**src/rtl/alu_exec_unit.sv**
```systemverilog
// Handshaked 32-bit ALU with an iterative one-bit-per-cycle shifter.
// Define ALU_FAST_SHIFT_EN to replace the iterative shifter with a single-cycle barrel shifter.
module alu_exec_unit #(
    parameter int unsigned WIDTH = 32
) (
    input  logic             clk,
    input  logic             rst_n,
    input  logic             in_valid,
    output logic             in_ready,
    input  logic [3:0]       ALU_control,
    input  logic [WIDTH-1:0] src_a,
    input  logic [WIDTH-1:0] src_b,
    output logic             out_valid,
    input  logic             out_ready,
    output logic [WIDTH-1:0] ALU_result,
    output logic             zero,
    output logic             busy
);

    localparam logic [1:0] StIdle  = 2'd0;
    localparam logic [1:0] StShift = 2'd1;
    localparam logic [1:0] StDone  = 2'd2;

    localparam logic [3:0] OpAdd  = 4'd0;
    localparam logic [3:0] OpSub  = 4'd1;
    localparam logic [3:0] OpSll  = 4'd2;
    localparam logic [3:0] OpSlt  = 4'd3;
    localparam logic [3:0] OpSltu = 4'd4;
    localparam logic [3:0] OpXor  = 4'd5;
    localparam logic [3:0] OpSrl  = 4'd6;
    localparam logic [3:0] OpSra  = 4'd7;
    localparam logic [3:0] OpOr   = 4'd8;
    localparam logic [3:0] OpAnd  = 4'd9;

`ifdef ALU_FAST_SHIFT_EN
    localparam bit FastShift = 1'b1;
`else
    localparam bit FastShift = 1'b0;
`endif

    logic [1:0]       state_q, state_d;
    logic [WIDTH-1:0] result_q, result_d;
    logic [WIDTH-1:0] acc_q, acc_d;
    logic [4:0]       cnt_q, cnt_d;
    logic [3:0]       op_q, op_d;

    logic [4:0]       shamt;
    logic             is_shift;
    logic [WIDTH-1:0] alu_res;
    logic [WIDTH-1:0] acc_step;

    assign shamt    = src_b[4:0];
    assign is_shift = (ALU_control == OpSll) || (ALU_control == OpSrl) ||
                      (ALU_control == OpSra);

    always_comb begin
        alu_res = '0;
        case (ALU_control)
            OpAdd:   alu_res = src_a + src_b;
            OpSub:   alu_res = src_a - src_b;
            OpSll:   alu_res = src_a << shamt;
            OpSlt:   alu_res = {{(WIDTH-1){1'b0}}, ($signed(src_a) < $signed(src_b))};
            OpSltu:  alu_res = {{(WIDTH-1){1'b0}}, (src_a < src_b)};
            OpXor:   alu_res = src_a ^ src_b;
            OpSrl:   alu_res = src_a >> shamt;
            OpSra:   alu_res = $signed(src_a) >>> shamt;
            OpOr:    alu_res = src_a | src_b;
            OpAnd:   alu_res = src_a & src_b;
            default: alu_res = '0;
        endcase
    end

    // One step of the iterative shifter, using the captured opcode.
    always_comb begin
        acc_step = acc_q;
        case (op_q)
            OpSll:   acc_step = {acc_q[WIDTH-2:0], 1'b0};
            OpSrl:   acc_step = {1'b0, acc_q[WIDTH-1:1]};
            OpSra:   acc_step = {acc_q[WIDTH-1], acc_q[WIDTH-1:1]};
            default: acc_step = acc_q;
        endcase
    end

    always_comb begin
        state_d  = state_q;
        result_d = result_q;
        acc_d    = acc_q;
        cnt_d    = cnt_q;
        op_d     = op_q;
        case (state_q)
            StIdle: begin
                if (in_valid) begin
                    op_d = ALU_control;
                    if (is_shift && (shamt != 5'd0) && !FastShift) begin
                        acc_d   = src_a;
                        cnt_d   = shamt;
                        state_d = StShift;
                    end else begin
                        result_d = alu_res;
                        state_d  = StDone;
                    end
                end
            end
            StShift: begin
                acc_d = acc_step;
                cnt_d = cnt_q - 5'd1;
                if (cnt_q == 5'd1) begin
                    result_d = acc_step;
                    state_d  = StDone;
                end
            end
            StDone: begin
                if (out_ready) begin
                    state_d = StIdle;
                end
            end
            default: state_d = StIdle;
        endcase
    end

    always_ff @(posedge clk or negedge rst_n) begin
        if (!rst_n) begin
            state_q  <= StIdle;
            result_q <= '0;
            acc_q    <= '0;
            cnt_q    <= '0;
            op_q     <= '0;
        end else begin
            state_q  <= state_d;
            result_q <= result_d;
            acc_q    <= acc_d;
            cnt_q    <= cnt_d;
            op_q     <= op_d;
        end
    end

    assign in_ready   = (state_q == StIdle);
    assign out_valid  = (state_q == StDone);
    assign busy       = (state_q != StIdle);
    assign ALU_result = result_q;
    assign zero       = (result_q == '0);

endmodule

```
**config.mk**
```make
export PLATFORM = sky130hd
export DESIGN_NAME = alu_exec_unit
export DESIGN_NICKNAME = d
export VERILOG_FILES = /design/src/rtl/alu_exec_unit.sv
export SDC_FILE = /design/constraint.sdc
export NUM_CORES = 1
export LEC_CHECK = 0
export CAP_MARGIN = 40
export CORE_ASPECT_RATIO = 0.5
export CORE_MARGIN = 2
export CORE_UTILIZATION = 61
export CTS_CLUSTER_SIZE = 25
export DETAILED_ROUTE_END_ITERATION = 8
export DONT_BUFFER_PORTS = 1
export GPL_TIMING_DRIVEN = 1
export PLACE_DENSITY = 0.78
export SETUP_SLACK_MARGIN = 0.3
export SLEW_MARGIN = 0
export SYNTH_ARGS = -nofsm -noshare
export SYNTH_HDL_FRONTEND = slang
export SYNTH_SLANG_ARGS = --single-unit
```
**constraint.sdc**
```tcl
create_clock -name clk -period 2.2 [get_ports clk]
set_input_delay 0.33 -clock clk [delete_from_list [all_inputs] [get_ports clk]]
set_output_delay 0.33 -clock clk [all_outputs]
set_load 0.1 [all_outputs]
```
==> summary.txt, run 1 <==
Status
  • Status: aborted with a tool error
  • Stage reached: 5_1_grt
  • First logged error message: [ERROR GRT-0232] Routing congestion too high. Check the congestion heatmap in the GUI.

CTS
  • Number of buffers created by CTS: 9
  • Total clock sinks: 75
  • Master cell of the clock root buffer: sky130_fd_sc_hd__clkbuf_16
  • Maximum clock insertion buffer count: 2
  • Count of H-tree levels built during CTS: 3

Yosys
  • Average cell area after synthesis: about 7.0 µm²
  • Post-synth top flop: sky130_fd_sc_hd__dfrtp_1
  • Synthesized cell area: ~12000 µm²
  • Net count after synthesis: between 1500 and 2000
  • Synth Instances: around 1800
  • Cell type contributing the most total cell area after synthesis: sky130_fd_sc_hd__dfrtp_1
  • Share of the yosys chip area belonging to registers: between 15 and 20%
  • Seq cells post-synth: 75
  • EDFF count, synth: 0
  • Area share of the largest cell type after synthesis: 15.20%
  • Most frequent cell after synthesis: sky130_fd_sc_hd__nor2_1
  • Top area cells in the synthesized netlist: sky130_fd_sc_hd__dfrtp_1 15%, sky130_fd_sc_hd__ha_1 10%, sky130_fd_sc_hd__a21oi_1 8.6%, sky130_fd_sc_hd__nor2_1 8.0%, sky130_fd_sc_hd__o21ai_0 5.9%
  • Number of distinct standard cells referenced by the synthesized netlist: 80
  • Synth warn: 0
  • Synth top cells by count: 262 x sky130_fd_sc_hd__nor2_1, 213 x sky130_fd_sc_hd__a21oi_1, 146 x sky130_fd_sc_hd__nand2_1, 146 x sky130_fd_sc_hd__o21ai_0, 110 x sky130_fd_sc_hd__clkbuf_1
  • Post-synthesis async set-or-reset flop share: between 90% and 100%

Placement
  • RD Place Congestion: about 1.2
  • Placed inst area: between 15000 and 20000 µm²
  • HPWL after detailed placement: between 40 and 50 mm
  • Number of port buffers: 0

Global route
  • Maximum number of pins on one net before global-route repair: 95
  • GR Overflow Total: 442
  • Tot GR Track Use: between 90% and 100%

Die
  • Width of the die: just over 200 µm
  • Number of placement rows: 36
  • IO Count: approximately 110
  • DIE HEIGHT: approximately 100 µm
  • Initial standard-cell utilization of the core: a little over three fifths

Timing
  • Critical endpoint after global-route timing repair: ALU_result[28]$_DFFE_PN0P_/D
  • Kind of the worst endpoint: register input
[what timing repair did]
| item | CTS |
|---|---|
| buffers inserted | 25 |
| hold endpoints to repair | 75 |
| pin swaps | 105 |
| resized for setup | 190 |
| endpoints found under the setup margin | 58 |
| cloned | 1 |
[layer usage]
layer  overflow  track usage, %
met2        204           101.1
met5         11           81.43
met3         46           92.55
met1         58           93.88
met4        123           95.79
[kinds of logic after synthesis]
logic type               share of synthesized area, %
flip-flops                                      15.20
XOR/XNOR                                       0.7092
buffers and inverters                           7.771
AO/OA/AOI/OAI                                   36.35
multiplexers                                    9.666
AND/OR/NAND/NOR                                 19.65
adder cells (fa/ha/maj)                         10.66
[stage by stage]
step / TNS, ps / util, % / hold WS (ps) / cells / setup slack (ps)
after CTS: -6033 / 86.96 / -332.0 / 2386 / -462.7
after detailed placement: -20040 / 80.33 / 36.34 / 2345 / -911.1
after global placement: -17670 / 80.33 / 37.03 / 2345 / -840.5
after floorplan: -13940 / - / 34.41 / 1776 / -870.6
==> inputs of run 2 (changes only) <==
--- a/config.mk
+++ b/config.mk
@@ -6,15 +6,12 @@
 export NUM_CORES = 1
 export LEC_CHECK = 0
 export CAP_MARGIN = 40
-export CORE_ASPECT_RATIO = 0.5
 export CORE_MARGIN = 2
-export CORE_UTILIZATION = 61
-export CTS_CLUSTER_SIZE = 25
+export CORE_UTILIZATION = 40
 export DETAILED_ROUTE_END_ITERATION = 8
 export DONT_BUFFER_PORTS = 1
 export GPL_TIMING_DRIVEN = 1
-export PLACE_DENSITY = 0.78
-export SETUP_SLACK_MARGIN = 0.3
+export PLACE_DENSITY_LB_ADDON = 0.15
 export SLEW_MARGIN = 0
 export SYNTH_ARGS = -nofsm -noshare
 export SYNTH_HDL_FRONTEND = slang
==> constraint.sdc (replaced) <==
create_clock -name clk -period 2.9 [get_ports clk]
set_input_delay 0.435 -clock clk [delete_from_list [all_inputs] [get_ports clk]]
set_output_delay 0.435 -clock clk [all_outputs]
set_load 0.1 [all_outputs]
==> run 2 against run 1 <==
Synthesized area unchanged. The flow now finishes without violations. Synthesized cell count unchanged.
==> summary.txt, run 2 <==
Yosys
  • EDFF count, synth: 0 (unchanged)
  • Seq cells post-synth: 75 (unchanged)
  • Simple-gate share of the synthesized area: 19.65% (unchanged)
  • Synth top cells by count: 262 x sky130_fd_sc_hd__nor2_1, 213 x sky130_fd_sc_hd__a21oi_1, 146 x sky130_fd_sc_hd__nand2_1, 146 x sky130_fd_sc_hd__o21ai_0, 110 x sky130_fd_sc_hd__clkbuf_1 (unchanged)
  • Post-synth top flop: sky130_fd_sc_hd__dfrtp_1 (unchanged)
  • Share of the yosys chip area belonging to registers: 15.20% (unchanged)
  • Average cell area after synthesis: 6.953 µm² (unchanged)
  • Top area cells in the synthesized netlist: sky130_fd_sc_hd__dfrtp_1 15%, sky130_fd_sc_hd__ha_1 10%, sky130_fd_sc_hd__a21oi_1 8.6%, sky130_fd_sc_hd__nor2_1 8.0%, sky130_fd_sc_hd__o21ai_0 5.9% (unchanged)
  • Dominant combinational cell family by area after synthesis: compound AO/OA/AOI/OAI gates (unchanged)
  • Post-synthesis mux area share: 9.666% (unchanged)
  • Area share of the largest cell type after synthesis: 15.20% (unchanged)
  • Post-synthesis async set-or-reset flop share: 100.0% (unchanged)
  • Synth Area in Adders: 10.66% (unchanged)
  • Complex-gate fraction of the synthesized area: 36.35% (unchanged)
  • Synth Instances: 1776 (unchanged)
  • Cell type contributing the most total cell area after synthesis: sky130_fd_sc_hd__dfrtp_1 (unchanged)
  • Synthesized cell area: 12350 µm² (unchanged)
  • Synth warn: 0 (unchanged)
  • Net count after synthesis: 1952 (unchanged)
  • Number of distinct standard cells referenced by the synthesized netlist: 80 (unchanged)
  • Xor-xnor portion of the synthesized cell area: 0.7092% (unchanged)
  • Most frequent cell after synthesis: sky130_fd_sc_hd__nor2_1 (unchanged)

Worst setup path
  • Sort of element at the start of the critical path: register
  • Family with the most delay on the worst path: compound AO/OA/AOI/OAI gates
  • Arrival time worst endpoint: 3020 ps
  • Worst setup EP type: register
  • Cell seen most often among critical-path stages: sky130_fd_sc_hd__a211oi_1
  • Number of cells on the worst reg-to-reg path: 9
  • Standard cell with the maximum stage delay on the critical path: sky130_fd_sc_hd__a2111oi_0
  • Required time at the endpoint of the critical path: around 3100 ps
  • CP max stage delay: approximately 600 ps
  • Number of gates on the worst path with buffers counted: 9
  • Worst Path Buf+Inv: 1
  • Critical-path maximum fanout: 5
  • Setup Crit Path Kind: reg -> reg
  • Cell chain of the critical path: nand2b_1, a21o_1, a222oi_1, nor2_1, a2111oi_0, o2111ai_1, a211oi_1, buf_4, a211oi_1

Die
  • DIE HEIGHT: 179.7 µm (was 104.6 µm)
  • Placeable Area: 30510 µm²
  • Initial standard-cell utilization of the core: 40.48% (was 62.88%)
  • IO Count: 108 (unchanged)
  • Number of placement rows: 64 (was 36)
  • Die area: 32300 µm²
  • Width of the die: 179.7 µm (was 205.2 µm)

CTS
  • Master cell of the clock root buffer: sky130_fd_sc_hd__clkbuf_16 (unchanged)
  • CTS tree: yes
  • Total clock sinks: 75 (unchanged)
  • Count of H-tree levels built during CTS: 3 (unchanged)
  • Clock latency at the later pin of the worst-skew pair: 350 ps
  • Clock transition time at the flip-flop clock pins of the worst setup and hold paths: ~60 ps
  • Number of buffers created by CTS: 9 (unchanged)
  • Maximum clock insertion buffer count: 2 (unchanged)

Timing
  • RSZ-0062 raised after global routing: no
  • Largest clock skew in the final design: 14.44 ps
  • F_max: 356.0 MHz
  • Tcrit/Tclk final: between 90% and 100%
  • Final max-slew violation count: 0
  • Count of final setup violators: 0
  • Tmin final: around 2800 ps
  • Worst slew margin relative to its limit: 34.95%
  • Worst Tran Pin Value: about 970 ps
  • Endpoints failing hold: 0

Detailed routing
  • Average wire per standard cell: 26.60 µm
  • Remaining routing DRC violations: 0
  • Vias post-DR: around 15000
  • Ratio of routed vias to standard cells: around 6.5
  • Routed Antenna Nets: 0
  • Routed WL: between 60 and 70 mm
  • First DRT Iteration DRCs: ~2000
  • Drt first pass iters: 8

Cells and area
  • Layout Utilization: ~50%
  • Commonest cells after routing, fill and taps aside: 274 x sky130_fd_sc_hd__buf_4, 257 x sky130_fd_sc_hd__nor2_1, 210 x sky130_fd_sc_hd__a21oi_1
  • Relative area change from synthesis to final layout: 21.90%
  • Share of post-route cells with drive strength above 1: between 10% and 20%
  • Most common cell after layout, fill and taps aside: sky130_fd_sc_hd__buf_4
  • Layout net count: about 2100

Job
  • Number of max-cap violations: 0

Min path
  • Hold-critical path depth: 2
  • Hold Path Class: in -> reg

Global route
  • Vias in the first global route: about 14000
  • Wire length of the first global-routing pass: roughly 90 mm
  • Antenna violations before repair: 0
  • GR Overflow Total: 0
  • Maximum number of pins on one net before global-route repair: 95
  • Tot GR Track Use: a little under two fifths

Power
  • Logic gate share of total power: about two thirds
  • Sequential share of power: between 20% and 30%
  • Power dissipated by switching net loads: 5.265 mW
  • Total power of the final layout: between 9 and 10 mW
  • IR Drop Worst-Case VDD: between 0.5 and 0.6 mV
  • Cell area power density: around 630 nW/µm²
  • Share of total power in the clock network: about an eighth
  • Fraction of power spent switching nets: 55.20%
  • Leakage power: ~6.7 nW
  • Internal power component: about 4.3 mW

Placement
  • Number of port buffers: 0 (unchanged)
  • HPWL after detailed placement: 47.28 mm (was 46.44 mm)
  • RD Place Congestion: 0.9908 (was 1.238)

Status
  • Status: finished clean (was aborted with a tool error)
[run 2: metrics by stage]
step / hold WS (ps) / instance area (µm²) / setup TNS [ps] / worst slack [ps] / cells
floorplan: 139.4 / 12570 / -1267 / -275.6 / 1776
global placement: 142.0 / 14580 / -3954 / -417.2 / 2306
detailed placement: 142.1 / 14580 / -4714 / -504.5 / 2306
CTS: 204.1 / 14990 / 0 / 15.67 / 2326
global route: 211.2 / 15050 / 0 / 0.9239 / 2326
finish: 208.6 / 15050 / 0 / 91.18 / 2328
[run 2: routing by layer]
metal,track usage [%],vias up,wire length [µm]
li1,-,6860,-
met1,49.59,7155,25310
met2,56.98,856,26790
met3,7.415,166,6395
met4,16.85,0,3434
met5,0,-,0
[run 2: kinds of logic (layout without fill, tap and decap cells)]
kind of cell             after synthesis  count (layout)
XOR/XNOR                              10              10
adder cells (fa/ha/maj)              104             104
flip-flops                            75              75
buffers and inverters                249             403
AND/OR/NAND/NOR                      556             556
other                                  0               2
AO/OA/AOI/OAI                        687             687
multiplexers                          95              95
[run 2: final timing paths]
path / start / endpoint / slack (ps)
max: op_q[3]$_DFFE_PN0P_ / ALU_result[15]$_DFFE_PN0P_ / 90
min: ALU_control[3] / op_q[3]$_DFFE_PN0P_ / 210
max reg2reg: op_q[3]$_DFFE_PN0P_ / ALU_result[15]$_DFFE_PN0P_ / 90
min reg2reg: op_q[3]$_DFFE_PN0P_ / op_q[3]$_DFFE_PN0P_ / 460
max in group asynchronous: rst_n / acc_q[25]$_DFFE_PN0P_ / 1910
min in group asynchronous: rst_n / acc_q[4]$_DFFE_PN0P_ / 660
[run 2: area by class of cell]
cell class | count | area (µm²)
antenna | 2 | 5.005
sequential | 75 | 1877
multi-input combinational | 1452 | 9776
timing repair buffer | 281 | 2186
clock buffer | 12 | 256.5
clock inverter | 4 | 48.80
inverter | 106 | 410.4
tap | 396 | 495.5
fill | 3146 | 15450
[run 2: repair_timing]
action,CTS,global route
gates resized for setup,10,14
buffers inserted,2,0
hold endpoints to repair,75,0
setup endpoints to repair,3,14
hold buffers,2,0
pin swaps,9,11
[run 2: power groups by stage]
stage / logic [mW] / clock network, mW / registers (mW)
2_1_floorplan: 2.83 / 0 / 3.53
3_3_place_gp: 6.19 / 0 / 1.98
3_5_place_dp: 6.23 / 0 / 1.99
4_1_cts: 6.29 / 1.18 / 1.98
5_1_grt: 6.75 / 1.22 / 2.05
6_report: 6.38 / 1.17 / 1.99
[run 2: worst reg2reg max path, stage by stage, from the launching register on]
cell and delay (ps):
sky130_fd_sc_hd__dfrtp_1 370, sky130_fd_sc_hd__nand2b_1 220, sky130_fd_sc_hd__a21o_1 220, sky130_fd_sc_hd__a222oi_1 320
sky130_fd_sc_hd__nor2_1 190, sky130_fd_sc_hd__a2111oi_0 600, sky130_fd_sc_hd__o2111ai_1 280, sky130_fd_sc_hd__a211oi_1 240
sky130_fd_sc_hd__buf_4 190, sky130_fd_sc_hd__a211oi_1 50
(Power assumes the default switching activity.)
